===== src/rtl/fpu_pkg.sv =====
// fpu_pkg: shared FSM states, FP alu_control codes and one-hot opcode map for the FPU scheduler
package fpu_pkg;

    typedef enum logic [1:0] {IDLE, ISSUE, WAIT, HOLD} state_t;

    localparam logic [4:0] FADD  = 5'b10000;
    localparam logic [4:0] FSUB  = 5'b10001;
    localparam logic [4:0] FMUL  = 5'b10010;
    localparam logic [4:0] FDIV  = 5'b10011;
    localparam logic [4:0] FCMP  = 5'b11011;
    localparam logic [4:0] FMIN  = 5'b10110;
    localparam logic [4:0] FMAX  = 5'b10111;
    localparam logic [4:0] FSQRT = 5'b10101;

    localparam logic [7:0] OP_ADD  = 8'h01;
    localparam logic [7:0] OP_SUB  = 8'h02;
    localparam logic [7:0] OP_MUL  = 8'h04;
    localparam logic [7:0] OP_DIV  = 8'h08;
    localparam logic [7:0] OP_CMP  = 8'h10;
    localparam logic [7:0] OP_MIN  = 8'h20;
    localparam logic [7:0] OP_MAX  = 8'h40;
    localparam logic [7:0] OP_SQRT = 8'h80;

    function automatic logic [7:0] ctrl_to_onehot(input logic [4:0] ctrl);
        case (ctrl)
            FADD:    return OP_ADD;
            FSUB:    return OP_SUB;
            FMUL:    return OP_MUL;
            FDIV:    return OP_DIV;
            FCMP:    return OP_CMP;
            FMIN:    return OP_MIN;
            FMAX:    return OP_MAX;
            FSQRT:   return OP_SQRT;
            default: return 8'h00;
        endcase
    endfunction

endpackage


===== src/rtl/fpu_rr_arb2.sv =====
// fpu_rr_arb2: two-way round-robin grant; a tie goes to the requester not served last
module fpu_rr_arb2 (
    input  logic       clk,
    input  logic       rst,
    input  logic [1:0] req,
    input  logic       en,
    output logic [1:0] grant
);

    logic rr_last;

    always_ff @(posedge clk or posedge rst)
        if (rst)
            rr_last <= 1'b1;
        else if (en)
            rr_last <= grant[1];

    always_comb
        grant = &req ? (rr_last ? 2'b01 : 2'b10) : req;

endmodule


===== src/rtl/fpu_sched.sv =====
// fpu_sched: shares one fpu_top between two requesters: arbitrate, pulse opcode, wait with timeout, hold result
module fpu_sched
    import fpu_pkg::*;
#(
    parameter int TIMEOUT_CYCLES = 64,
    parameter int CNT_W          = 7
) (
    input  logic        clk,
    input  logic        rst,
    input  logic [1:0]  req_valid,
    input  logic [4:0]  req_ctrl0,
    input  logic [4:0]  req_ctrl1,
    input  logic [31:0] req_a0,
    input  logic [31:0] req_b0,
    input  logic [31:0] req_a1,
    input  logic [31:0] req_b1,
    output logic [1:0]  req_ready,
    output logic [1:0]  resp_valid,
    input  logic [1:0]  resp_ready,
    output logic [31:0] resp_data,
    output logic        resp_err,
    output logic        resp_ovf,
    output logic        resp_unf,
    output logic [7:0]  fpu_opcode,
    output logic [31:0] fpu_x1,
    output logic [31:0] fpu_x2,
    input  logic [31:0] fpu_y,
    input  logic        fpu_ovf,
    input  logic        fpu_unf,
    input  logic        fpu_out_valid
);

    state_t           state, state_nx;
    logic [1:0]       grant;
    logic             accept, owner, timeout, err_q, ovf_q, unf_q;
    logic [7:0]       op_q, sel_op;
    logic [31:0]      data_q;
    logic [CNT_W-1:0] cnt;

    fpu_rr_arb2 u_arb (
        .clk   (clk),
        .rst   (rst),
        .req   (req_valid),
        .en    (accept),
        .grant (grant)
    );

    // req_ready is gated by rst so nothing looks grantable while reset is held
    always_comb begin
        req_ready  = (state == IDLE && !rst) ? grant : 2'b00;
        accept     = |(req_valid & req_ready);
        sel_op     = ctrl_to_onehot(req_ready[1] ? req_ctrl1 : req_ctrl0);
        timeout    = cnt == CNT_W'(TIMEOUT_CYCLES - 1);
        fpu_opcode = state == ISSUE ? op_q : 8'h00;
        resp_valid = state == HOLD ? {owner, ~owner} : 2'b00;
        resp_data  = data_q;
        resp_err   = err_q;
        resp_ovf   = ovf_q;
        resp_unf   = unf_q;
    end

    always_comb begin
        state_nx = state;
        case (state)
            IDLE:  state_nx = accept ? (sel_op != 8'h00 ? ISSUE : HOLD) : IDLE;
            ISSUE: state_nx = WAIT;
            WAIT:  state_nx = (fpu_out_valid || timeout) ? HOLD : WAIT;
            HOLD:  state_nx = resp_ready[owner] ? IDLE : HOLD;
        endcase
    end

    always_ff @(posedge clk or posedge rst)
        if (rst) begin
            state  <= IDLE;
            owner  <= 1'b0;
            op_q   <= 8'h00;
            fpu_x1 <= 32'h0;
            fpu_x2 <= 32'h0;
            cnt    <= '0;
            data_q <= 32'h0;
            err_q  <= 1'b0;
            ovf_q  <= 1'b0;
            unf_q  <= 1'b0;
        end else begin
            state <= state_nx;
            // an illegal opcode goes straight to HOLD with the error already staged
            if (accept) begin
                owner  <= req_ready[1];
                op_q   <= sel_op;
                fpu_x1 <= req_ready[1] ? req_a1 : req_a0;
                fpu_x2 <= req_ready[1] ? req_b1 : req_b0;
                data_q <= 32'h0;
                err_q  <= sel_op == 8'h00;
                ovf_q  <= 1'b0;
                unf_q  <= 1'b0;
            end
            if (state == ISSUE)
                cnt <= '0;
            else if (state == WAIT)
                cnt <= cnt + 1'b1;
            if (state == WAIT && fpu_out_valid) begin
                data_q <= fpu_y;
                err_q  <= 1'b0;
                ovf_q  <= fpu_ovf;
                unf_q  <= fpu_unf;
            end else if (state == WAIT && timeout) begin
                data_q <= 32'h0;
                err_q  <= 1'b1;
                ovf_q  <= 1'b0;
                unf_q  <= 1'b0;
            end
        end

endmodule


===== config.mk =====
export PLATFORM = sky130hd
export DESIGN_NAME = fpu_sched
export DESIGN_NICKNAME = d
export VERILOG_FILES = /design/src/rtl/fpu_pkg.sv /design/src/rtl/fpu_rr_arb2.sv /design/src/rtl/fpu_sched.sv
export SDC_FILE = /design/constraint.sdc
export NUM_CORES = 1
export LEC_CHECK = 0
export BUFFER_PORTS_ARGS = -buffer_cell sky130_fd_sc_hd__buf_4
export CAP_MARGIN = 40
export CORE_MARGIN = 2
export CORE_UTILIZATION = 45
export DETAILED_ROUTE_END_ITERATION = 7
export MAX_ROUTING_LAYER = met4
export PLACE_DENSITY = 0.8
export SLEW_MARGIN = 20
export SYNTH_ARGS = -nofsm -noshare
export SYNTH_HDL_FRONTEND = slang
export SYNTH_SLANG_ARGS = --single-unit

===== constraint.sdc =====
create_clock -name clk -period 6.23 [get_ports clk]
set_clock_uncertainty 0.2 [all_clocks]
set_input_delay 1.5575 -clock clk [delete_from_list [all_inputs] [get_ports clk]]
set_output_delay 1.5575 -clock clk [all_outputs]
set_load 0.005 [all_outputs]

==> run metrics <==
result of the run complete, no violations; setup_tns 0 ns; Final nets 974; Yosys cell types 46; Die X 114.2 µm; max-cap viol count 0; Post-CTS Setup Repair Bufs 0; Post-route DRC 0; Clock Tree Buf Depth 2; worst r2r src state[0]; Layout Cells excl Fill 948; core box area 11910 µm²; Startpoint Class primary input; Seq/Total Area, Yosys 54.10%; Worst Setup End Kind primary output; warning count from the yosys run 0; final cell utilization of the core 69.35%; Post-Syn Instances 507; Post-synth top flop dfrtp_1; CTS Sinks 118; #FFs+latches synth 118; WL/cell 16.75 µm; CTS tree built; Starting Density 45.84%; Pleak 4.360 nW; Hold EP op_q[5]; worst skew pair latency 0.41 ns; Peak VDD IR 0.1972 mV; final setup fails 0; die area 13030 µm²; Area Overhead vs Synth 51.28%; ant diodes 0; DP Worst Slack 1.410 ns; syn avg cell area 10.77 µm²; initial antenna violation count 0; Post-DRT Antenna Nets 0; clock slew at reported path FFs 0.05 ns; R2R Path End fpu_x2[0]; commonest cells after routing, fill and taps aside buf_4 (294), dfrtp_1 (117), nand2_1 (79); Crit path required time 4.47 ns; HPWL after DPL 11.68 mm; Worst Tran Pin Value 0.7396 ns; number of stages on the worst hold path 2; largest net degree at the start of global routing 91; first-pass GRT wire length 24.33 mm; post-CTS sizing 0; root buf cell clkbuf_16; global route overflow 0; Initial DRT Pass Iterations 6; Net Count, Synth 692; hold-fix buffers at CTS 0; row count 40; min-delay worst type flop to flop; final hold violations 0; commonest non-fill, non-tap cell in the layout buf_4; vias in the first global route 4981; period utilization 77.70%; H-Tree Depth 4; Achievable Freq 206.6 MHz; io pins 290; Tot GR Track Use 24.89%; unrepaired setup endpoints after global routing false; synthesized cell area 5460 µm²; relative slew slack 50.70%; total number of vias 4988; startpoint of the worst hold path op_q[5]; fraction of layout cells with a size suffix above 1 41.95%; Iter 0 DRT Violations 235; number of synthesized flops with an enable pin 0; number of port buffers 289; post-route setup slack 1.389 ns; R2R Setup Slk 3.04 ns; placed cells 917; power density cells 432.1 nW/µm²; GPL Wtd Cong 0.9146; critical setup path kind primary input to primary output; Die Y-Extent 114.2 µm; drt total wl 15.88 mm; Vias/cell 5.262; Arrival @ worst endpoint 3.08 ns; final max-slew violation count 0; Synth async-reset ratio 100.0%; crit-path max FO 51; CTS Buf Count 17; Final min period 4.841 ns; reg2reg path depth 7
report_power, final:
group / total (mW) / internal (mW) / switching (mW) / leakage [nW]
sequential: 1.34 / 1.12 / 0.217 / 1.49
combinational: 1.37 / 0.764 / 0.602 / 2.62
clock: 0.863 / 0.513 / 0.350 / 0.251
cell type report:
cell class              instances  area [µm²]
clock buffers                  19       442.9
flip-flops and latches        118        2954
clock inverters                12       81.33
inverters                      10       41.29
well taps                     147       183.9
multi-input cells             346        2295
fillers                       874        3651
repair buffers                296        2262
critical path, stage by stage:
cell      delay, ns
buf_4          0.12
nor2b_1        0.49
nand3_4        0.20
clkinv_2       0.48
buf_4          0.22
stage by stage:
step	hold slack, ns	power, mW	cell area [µm²]
4_1_cts	0.2801	3.597	8260
5_1_grt	0.3140	3.796	8260
3_3_place_gp	0.2567	2.648	7681
2_1_floorplan	0.2418	1.966	5460
6_report	0.2706	3.570	8260
3_5_place_dp	0.2685	2.714	7736
how the worst max path moves through the flow:
stage | to | slack, ns | start | cells past startpoint
2_1_floorplan | cnt[0] | 1.35 | rst | 1
3_3_place_gp | req_ready[1] | 1.51 | rst | 5
3_5_place_dp | req_ready[1] | 1.41 | rst | 5
4_1_cts | req_ready[1] | 1.41 | rst | 5
5_1_grt | req_ready[1] | 1.28 | rst | 5
6_report | req_ready[1] | 1.39 | rst | 5
synthesized netlist by cell type, types with 4 or more instances:
cell / count / area, µm²
inv_1: 9 / 33.78
o21ai_0: 71 / 355.3
dfrtp_1: 117 / 2928
and2_1: 11 / 68.82
buf_4: 4 / 30.03
nor2b_1: 6 / 37.54
a21oi_1: 7 / 35.03
nand2_1: 79 / 296.5
buf_2: 8 / 40.04
a22o_1: 35 / 306.5
a31oi_1: 5 / 31.28
mux2i_1: 66 / 660.6
nor2_1: 10 / 37.54
buf_6: 5 / 56.30
clkbuf_1: 16 / 60.06
nand2b_1: 4 / 25.02
nand4_1: 5 / 31.28
ha_1: 6 / 75.07
metal layers:
metal | wire [µm] | GRT usage [%]
met5 | 0 | -
met4 | 369 | 9.268
met3 | 996 | 7.147
met2 | 8074 | 40.95
met1 | 6438 | 29.15
cell families (layout without fill, tap and decap cells):
| logic type | Yosys count | in the layout | synth area share [%] |
|---|---|---|---|
| buf+inv | 43 | 337 | 4.102 |
| fa+ha+maj | 6 | 6 | 1.375 |
| flops | 118 | 118 | 54.10 |
| compound gates | 134 | 134 | 15.72 |
| simple gates | 136 | 136 | 11.87 |
| mux | 68 | 68 | 12.51 |
| xor+xnor | 2 | 2 | 0.3209 |
flip-flops by register name (all words and copies together), names as in the netlist:
register       count
op_q               8
resp_err           1
cnt                7
fpu_x2            32
state              2
fpu_x1            32
u_arb.rr_last      1
resp_ovf           1
owner              1
resp_unf           1
resp_data         32
Note: power is estimated with default switching activity, not from simulation.
